## src/rtl/t07_fpu_pkg.sv

```systemverilog
// Shared definitions for the binary32 divider controller: FSM states,
// field widths, encodings of the special results and small result helpers.
package t07_fpu_pkg;

    localparam int WORD_W = 32;
    localparam int EXP_W  = 8;
    localparam int MAN_W  = 23;
    localparam int SIG_W  = MAN_W + 1;   // significand with hidden one
    localparam int REM_W  = SIG_W + 1;   // partial remainder, < 2 * divisor
    localparam int QUO_W  = SIG_W + 2;   // 24 mantissa bits + guard + round
    localparam int EXPI_W = 10;          // signed working exponent
    localparam int BIAS   = 127;

    localparam logic [WORD_W-1:0] QNAN    = 32'h7FC0_0000;
    localparam logic [WORD_W-1:0] POS_INF = 32'h7F80_0000;

    // Iteration counter runs 0..QUO_W-1, one quotient bit per count.
    localparam logic [4:0] LAST_STEP = 5'(QUO_W - 1);

    typedef enum logic [2:0] {
        ST_IDLE,
        ST_UNPACK,
        ST_DIVIDE,
        ST_NORM,
        ST_DONE
    } state_t;

    typedef struct packed {
        logic             sign;
        logic [EXP_W-1:0] exp;
        logic [MAN_W-1:0] man;
    } fp32_t;

    function automatic logic [WORD_W-1:0] signed_inf(input logic sign);
        return {sign, POS_INF[WORD_W-2:0]};
    endfunction

    function automatic logic [WORD_W-1:0] signed_zero(input logic sign);
        return {sign, {(WORD_W-1){1'b0}}};
    endfunction

endpackage

```

## src/rtl/t07_fpu_div_step.sv

```systemverilog
// One restoring-division step: compare the partial remainder with the
// divisor, subtract when it fits, and shift the remainder left for the next
// quotient bit.
module t07_fpu_div_step
    import t07_fpu_pkg::*;
(
    input  logic [REM_W-1:0] rem_in,
    input  logic [SIG_W-1:0] divisor,
    output logic [REM_W-1:0] rem_out,
    output logic             q_bit
);

    logic [REM_W:0]   diff;
    logic [REM_W-1:0] kept;
    logic             kept_msb_unused;

    // Trial subtraction; a clear borrow bit means the divisor fits.
    always_comb begin
        diff    = {1'b0, rem_in} - {2'b00, divisor};
        q_bit   = ~diff[REM_W];
        kept    = q_bit ? diff[REM_W-1:0] : rem_in;
        // The kept remainder is always below the divisor, so its top bit is
        // zero and the shift cannot lose information.
        rem_out = {kept[REM_W-2:0], 1'b0};
    end

    assign kept_msb_unused = kept[REM_W-1];

endmodule

```

## src/rtl/t07_fpu_div_ctrl.sv

```systemverilog
// Sequential binary32 divider: IDLE -> UNPACK -> DIVIDE (26 cycles) -> NORM
// -> DONE, with special operands short-cut from UNPACK straight to DONE.
// Define T07_FPU_DIV_RNE_EN for round-to-nearest-even; the default build
// truncates (round toward zero) with identical latency.
module t07_fpu_div_ctrl
    import t07_fpu_pkg::*;
(
    input  logic              clk,
    input  logic              nrst,
    input  logic              start,
    input  logic [WORD_W-1:0] inA,
    input  logic [WORD_W-1:0] inB,
    output logic              busy,
    output logic              done,
    output logic [WORD_W-1:0] result,
    output logic              div_by_zero,
    output logic              invalid,
    output logic              overflow
);

    state_t state, state_nx;

    fp32_t                     a_q, b_q;
    logic                      sign_q;
    logic signed [EXPI_W-1:0]  exp_q;
    logic [SIG_W-1:0]          div_q;
    logic [REM_W-1:0]          rem_q;
    logic [QUO_W-1:0]          quo_q;
    logic [4:0]                cnt_q;

    // Operand classification (subnormals count as zero)
    logic a_zero, a_inf, a_nan, b_zero, b_inf, b_nan, special, sign_u;
    logic [WORD_W-1:0] spec_res;
    logic              spec_dbz, spec_inv;

    // Divider step
    logic [REM_W-1:0] step_rem;
    logic             step_q;

    // Normalisation and rounding
    logic [SIG_W-1:0]         mant24;
    logic                     guard, rnd, sticky, round_inc;
    logic signed [EXPI_W-1:0] exp_n, exp_f;
    logic [SIG_W:0]           mant_r;
    logic [MAN_W-1:0]         mant_f;
    logic [WORD_W-1:0]        norm_res;
    logic                     norm_ovf;

    t07_fpu_div_step u_step (
        .rem_in  (rem_q),
        .divisor (div_q),
        .rem_out (step_rem),
        .q_bit   (step_q)
    );

    // State register.
    // NOTE: sequential state uses non-blocking (<=) so every register samples
    // the pre-edge values; blocking here would create order-dependent races.
    always_ff @(posedge clk or negedge nrst) begin
        if (!nrst) state <= ST_IDLE;
        else       state <= state_nx;
    end

    // Next-state logic.
    // NOTE: every always_comb output gets a default first; a path that leaves
    // a signal unassigned would otherwise infer a latch.
    always_comb begin
        state_nx = state;
        case (state)
            ST_IDLE:   if (start) state_nx = ST_UNPACK;
            ST_UNPACK: state_nx = special ? ST_DONE : ST_DIVIDE;
            ST_DIVIDE: if (cnt_q == LAST_STEP) state_nx = ST_NORM;
            ST_NORM:   state_nx = ST_DONE;
            ST_DONE:   state_nx = ST_IDLE;
            default:   state_nx = ST_IDLE;
        endcase
    end

    // Status outputs decoded from the state.
    always_comb begin
        busy = (state != ST_IDLE);
        done = (state == ST_DONE);
    end

    // Classify latched operands and pick the short-cut result if special.
    always_comb begin
        a_zero   = (a_q.exp == '0);
        b_zero   = (b_q.exp == '0);
        a_inf    = (a_q.exp == '1) && (a_q.man == '0);
        b_inf    = (b_q.exp == '1) && (b_q.man == '0);
        a_nan    = (a_q.exp == '1) && (a_q.man != '0);
        b_nan    = (b_q.exp == '1) && (b_q.man != '0);
        sign_u   = a_q.sign ^ b_q.sign;
        special  = a_zero | b_zero | a_inf | b_inf | a_nan | b_nan;
        spec_res = signed_zero(sign_u);
        spec_dbz = 1'b0;
        spec_inv = 1'b0;
        if (a_nan || b_nan || (a_zero && b_zero) || (a_inf && b_inf)) begin
            spec_res = QNAN;
            spec_inv = 1'b1;
        end else if (a_inf) begin
            spec_res = signed_inf(sign_u);
        end else if (b_zero) begin
            spec_res = signed_inf(sign_u);
            spec_dbz = 1'b1;
        end
    end

    // Normalise the raw quotient and extract guard/round/sticky.
    always_comb begin
        if (quo_q[QUO_W-1]) begin
            mant24 = quo_q[QUO_W-1:2];
            guard  = quo_q[1];
            rnd    = quo_q[0];
            exp_n  = exp_q;
        end else begin
            mant24 = quo_q[QUO_W-2:1];
            guard  = quo_q[0];
            rnd    = 1'b0;
            exp_n  = exp_q - 10'sd1;
        end
        sticky = |rem_q;
    end

`ifdef T07_FPU_DIV_RNE_EN
    assign round_inc = guard & (rnd | sticky | mant24[0]);
`else
    logic grs_unused;
    assign round_inc  = 1'b0;
    assign grs_unused = guard | rnd | sticky;
`endif

    // Apply rounding, renormalise a carry-out, and range-check the exponent.
    always_comb begin
        mant_r = {1'b0, mant24} + {{SIG_W{1'b0}}, round_inc};
        if (mant_r[SIG_W]) begin
            mant_f = mant_r[SIG_W-1:1];
            exp_f  = exp_n + 10'sd1;
        end else begin
            mant_f = mant_r[MAN_W-1:0];
            exp_f  = exp_n;
        end
        norm_ovf = 1'b0;
        if (exp_f >= 10'sd255) begin
            norm_res = signed_inf(sign_q);
            norm_ovf = 1'b1;
        end else if (exp_f <= 10'sd0) begin
            norm_res = signed_zero(sign_q);
        end else begin
            norm_res = {sign_q, exp_f[EXP_W-1:0], mant_f};
        end
    end

    // Datapath registers: operand latch, unpack, iterate, commit result.
    always_ff @(posedge clk or negedge nrst) begin
        if (!nrst) begin
            a_q         <= '0;
            b_q         <= '0;
            sign_q      <= 1'b0;
            exp_q       <= '0;
            div_q       <= '0;
            rem_q       <= '0;
            quo_q       <= '0;
            cnt_q       <= '0;
            result      <= '0;
            div_by_zero <= 1'b0;
            invalid     <= 1'b0;
            overflow    <= 1'b0;
        end else begin
            case (state)
                ST_IDLE: begin
                    if (start) begin
                        a_q         <= inA;
                        b_q         <= inB;
                        div_by_zero <= 1'b0;
                        invalid     <= 1'b0;
                        overflow    <= 1'b0;
                    end
                end
                ST_UNPACK: begin
                    sign_q <= sign_u;
                    exp_q  <= $signed({2'b00, a_q.exp}) - $signed({2'b00, b_q.exp})
                              + 10'(BIAS);
                    div_q  <= {1'b1, b_q.man};
                    rem_q  <= {2'b01, a_q.man};
                    quo_q  <= '0;
                    cnt_q  <= '0;
                    if (special) begin
                        result      <= spec_res;
                        div_by_zero <= spec_dbz;
                        invalid     <= spec_inv;
                    end
                end
                ST_DIVIDE: begin
                    rem_q <= step_rem;
                    quo_q <= {quo_q[QUO_W-2:0], step_q};
                    cnt_q <= (cnt_q == LAST_STEP) ? 5'd0 : cnt_q + 5'd1;
                end
                ST_NORM: begin
                    result   <= norm_res;
                    overflow <= norm_ovf;
                end
                default: ;
            endcase
        end
    end

endmodule
```

## config.mk

```make
export PLATFORM = sky130hd
export DESIGN_NAME = t07_fpu_div_ctrl
export DESIGN_NICKNAME = d
export VERILOG_FILES = /design/src/rtl/t07_fpu_pkg.sv /design/src/rtl/t07_fpu_div_step.sv /design/src/rtl/t07_fpu_div_ctrl.sv
export SDC_FILE = /design/constraint.sdc
export NUM_CORES = 1
export LEC_CHECK = 0
export ABC_AREA = 0
export BUFFER_PORTS_ARGS = -buffer_cell sky130_fd_sc_hd__buf_2
export CAP_MARGIN = 20
export CORE_UTILIZATION = 50
export CTS_BUF_LIST = sky130_fd_sc_hd__clkbuf_2 sky130_fd_sc_hd__clkbuf_4 sky130_fd_sc_hd__clkbuf_8
export DETAILED_ROUTE_END_ITERATION = 16
export GPL_TIMING_DRIVEN = 0
export PLACE_DENSITY = 0.69
export SKIP_LAST_GASP = 1
export SYNTH_ARGS = -nofsm -noshare
export SYNTH_HDL_FRONTEND = slang
export SYNTH_HIERARCHICAL = 1
export SYNTH_SLANG_ARGS = --single-unit
```

## constraint.sdc

```tcl
create_clock -name clk -period 9.2 [get_ports clk]
set_input_delay 0.92 -clock clk [delete_from_list [all_inputs] [get_ports clk]]
set_output_delay 0.92 -clock clk [all_outputs]
set_load 0.005 [all_outputs]
```

==> results_dict.tcl <==
set metrics [dict create \
    worstPathRequired_ns 9.57 \
    firstDrtPassIters 6 \
    maxCapViolCount 0 \
    worstSkewPairLatency_ns 0.49 \
    ys_top_cells_by_count "nand2_1, dfrtp_1, o21ai_0, inv_1, mux2i_1" \
    via_per_inst 5.46 \
    max_freq_mhz 292 \
    post_drt_wl_per_cell_um 16.1 \
    pwr-share-seq 0.301 \
    whs_ns 0.394 \
    holdCritPathClass "in -> async" \
    syn_inst 1097 \
    fin_util 0.579 \
    ctsRootBufferMaster "clkbuf_8" \
    place_inst 1471 \
    cp.arrival_ns 3.79 \
    finalSetupViolations 0 \
    syn-cell-area_um2 10500 \
    hpwl_um 18200 \
    ant_nets 0 \
    die_h_um 147 \
    synth_top_area_share 0.461 \
    crit_path_start_kind "flip-flop" \
    cts_buffers 17 \
    layout-area-overhead-vs-synth_pct 12.5 \
    nFillCells 1855 \
    post-synth-top-count-cell "nand2_1" \
    grt_pass1_vias 7980 \
    grt_antenna_before_repair 0 \
    gp_congestion 0.877 \
    yosys.area.top_type "dfrtp_1" \
    grt.overflow.total 0 \
    cts_setup_buffers 0 \
    p_sw_frac 0.451 \
    drive_gt1_frac 0.173 \
    power_frac_comb 0.580 \
    syn_nets 1202 \
    final-seq-area_um2 4830 \
    min_period_over_period 0.372 \
    worstSetupEndpointType "flip-flop" \
    grt_pass1_wl_um 40600 \
    grt_max_degree 104 \
    skew_ns 0.0143 \
    final_cells 1503 \
    internal_power_uw 2630 \
    die_area_um2 21600 \
    switchingPower_uw 2160 \
    synthTopCellsByArea "dfrtp_1, nand2_1, ha_1" \
    worst_pin_slew_ns 0.751 \
    io-pin-count 104 \
    cts_resized 0 \
    synth-edff-count 0 \
    cts.path.max_buffers 2 \
    numClockSinks 193 \
    place.port_buffers 103 \
    place_area_um2 11400 \
    synth_ff_type "dfrtp_1" \
    async_flop_share 1.00 \
    start_util 0.515 \
    ys_types 81 \
    routed_wl_um 24300 \
    yosysWarningCount 6 \
    rows 52 \
    multiInputGateArea_um2 5200 \
    vias 8209 \
    clkTransAtPathRegs_ns 0.12 \
    status "finished, final reports clean" \
    synth.avg_cell_area_um2 9.56 \
    insertedDiodeCount 0 \
    ys_seq_area_frac 0.461 \
    ir_drop_uv 185 \
    maxSlewHeadroom 0.494 \
    die_w_um 147 \
    nNetsFinal 1325 \
    gr-usage-all-layers 0.238 \
    route.detailed.drc 0 \
    cts_hold_buffers 0 \
    cts_tree "yes" \
    cts_max_level 4 \
    critPathKind "reg -> reg" \
    powerDensity_nw_per_um2 407 \
    fin_crit_ns 3.42 \
    timing.final.max_slew_violations 0 \
    clkPwrFrac 0.120 \
    finalHoldViolations 0 \
    drt_iter0_markers 404 \
    leakagePower_uw 0.00553 \
    final_area_um2 11800 \
    tns_ns 0 \
    ys_ff_latch 193 \
    path_max_fanout 10 \
    grt_setup_unrepaired "false" \
    coreArea_um2 20400 \
]
## critical path, cell delays in order, from the launching register on
cell     delay [ns]
dfrtp_1        0.42
inv_1          0.06
ha_1           0.27
nor2b_4        0.13
o31a_1         0.27
a41o_1         0.26
o41a_1         0.53
o31ai_4        0.45
o21ai_4        0.18
buf_6          0.20
mux2_4         0.30
a22oi_1        0.16
nand2_1        0.07
## metal layers
| metal | GRT usage | vias to the layer above | routed length [um] |
|---|---|---|---|
| li1 | - | 4066 | - |
| met5 | 0 | - | 0 |
| met2 | 0.398 | 167 | 11500 |
| met1 | 0.323 | 3945 | 11600 |
| met4 | 0.0615 | 0 | 363 |
| met3 | 0.0345 | 31 | 781 |
## flip-flops by register name, indices dropped and copies added (netlist names)
name and flops:
a_q 32, b_q 32, result 32, quo_q 26, rem_q 25, div_q 24, exp_q 10, cnt_q 5
state 3, div_by_zero 1, invalid 1, overflow 1, sign_q 1
## through the flow
step	setup slack (ns)	power, uW
global route	5.58	5190
finish	5.78	4800
floorplan	6.15	3570
detailed placement	5.78	4220
CTS	5.78	4810
global placement	4.02	4150
## power by group through the flow
stage          clock, uW  sequential, uW  combinational [uW]
2_1_floorplan          0            1360                2210
3_3_place_gp           0            1450                2700
3_5_place_dp           0            1460                2760
4_1_cts              586            1440                2780
5_1_grt              620            1490                3090
6_report             575            1440                2780
## layout by cell type, fill, tap and decap left out, types with 19 or more instances in the layout
cell type	count
mux2_2	24
dfrtp_1	193
buf_2	108
nor2_1	39
o21ai_0	86
a22o_1	27
xnor2_1	28
nand3_1	19
clkbuf_1	37
a21oi_1	35
nand2_1	261
inv_1	48
mux2i_1	45
ha_1	36
## final cells by class
cell class	instances	share of cell area
Buffer	55	0.0229
Clock buffer	17	0.0198
Clock inverter	15	0.0158
Inverter	48	0.0153
Multi-Input combinational cell	801	0.441
Sequential cell	193	0.409
Tap cell	270	0.0286
Timing Repair Buffer	104	0.0469
## worst paths after layout
check / from / end / slack [ns] / cells after the start
worst max-delay path: div_q[1] / rem_q[17] / 5.78 / 12
worst min-delay path: nrst / result[28] / 0.39 / 1
worst max register to register: div_q[1] / rem_q[17] / 5.78 / 12
worst min register to register: result[10] / result[10] / 0.48 / 2
max in group asynchronous: nrst / rem_q[5] / 7.86 / 2
min in group clk: result[10] / result[10] / 0.48 / 2
## cell families after synthesis
group / synth area share
compound gates: 0.141
xor+xnor: 0.0342
fa+ha+maj: 0.0468
buf+inv: 0.0430
flops: 0.461
mux: 0.0956
other cells: 0.000358
simple gates: 0.179
Power figures use the tool's default switching activity.
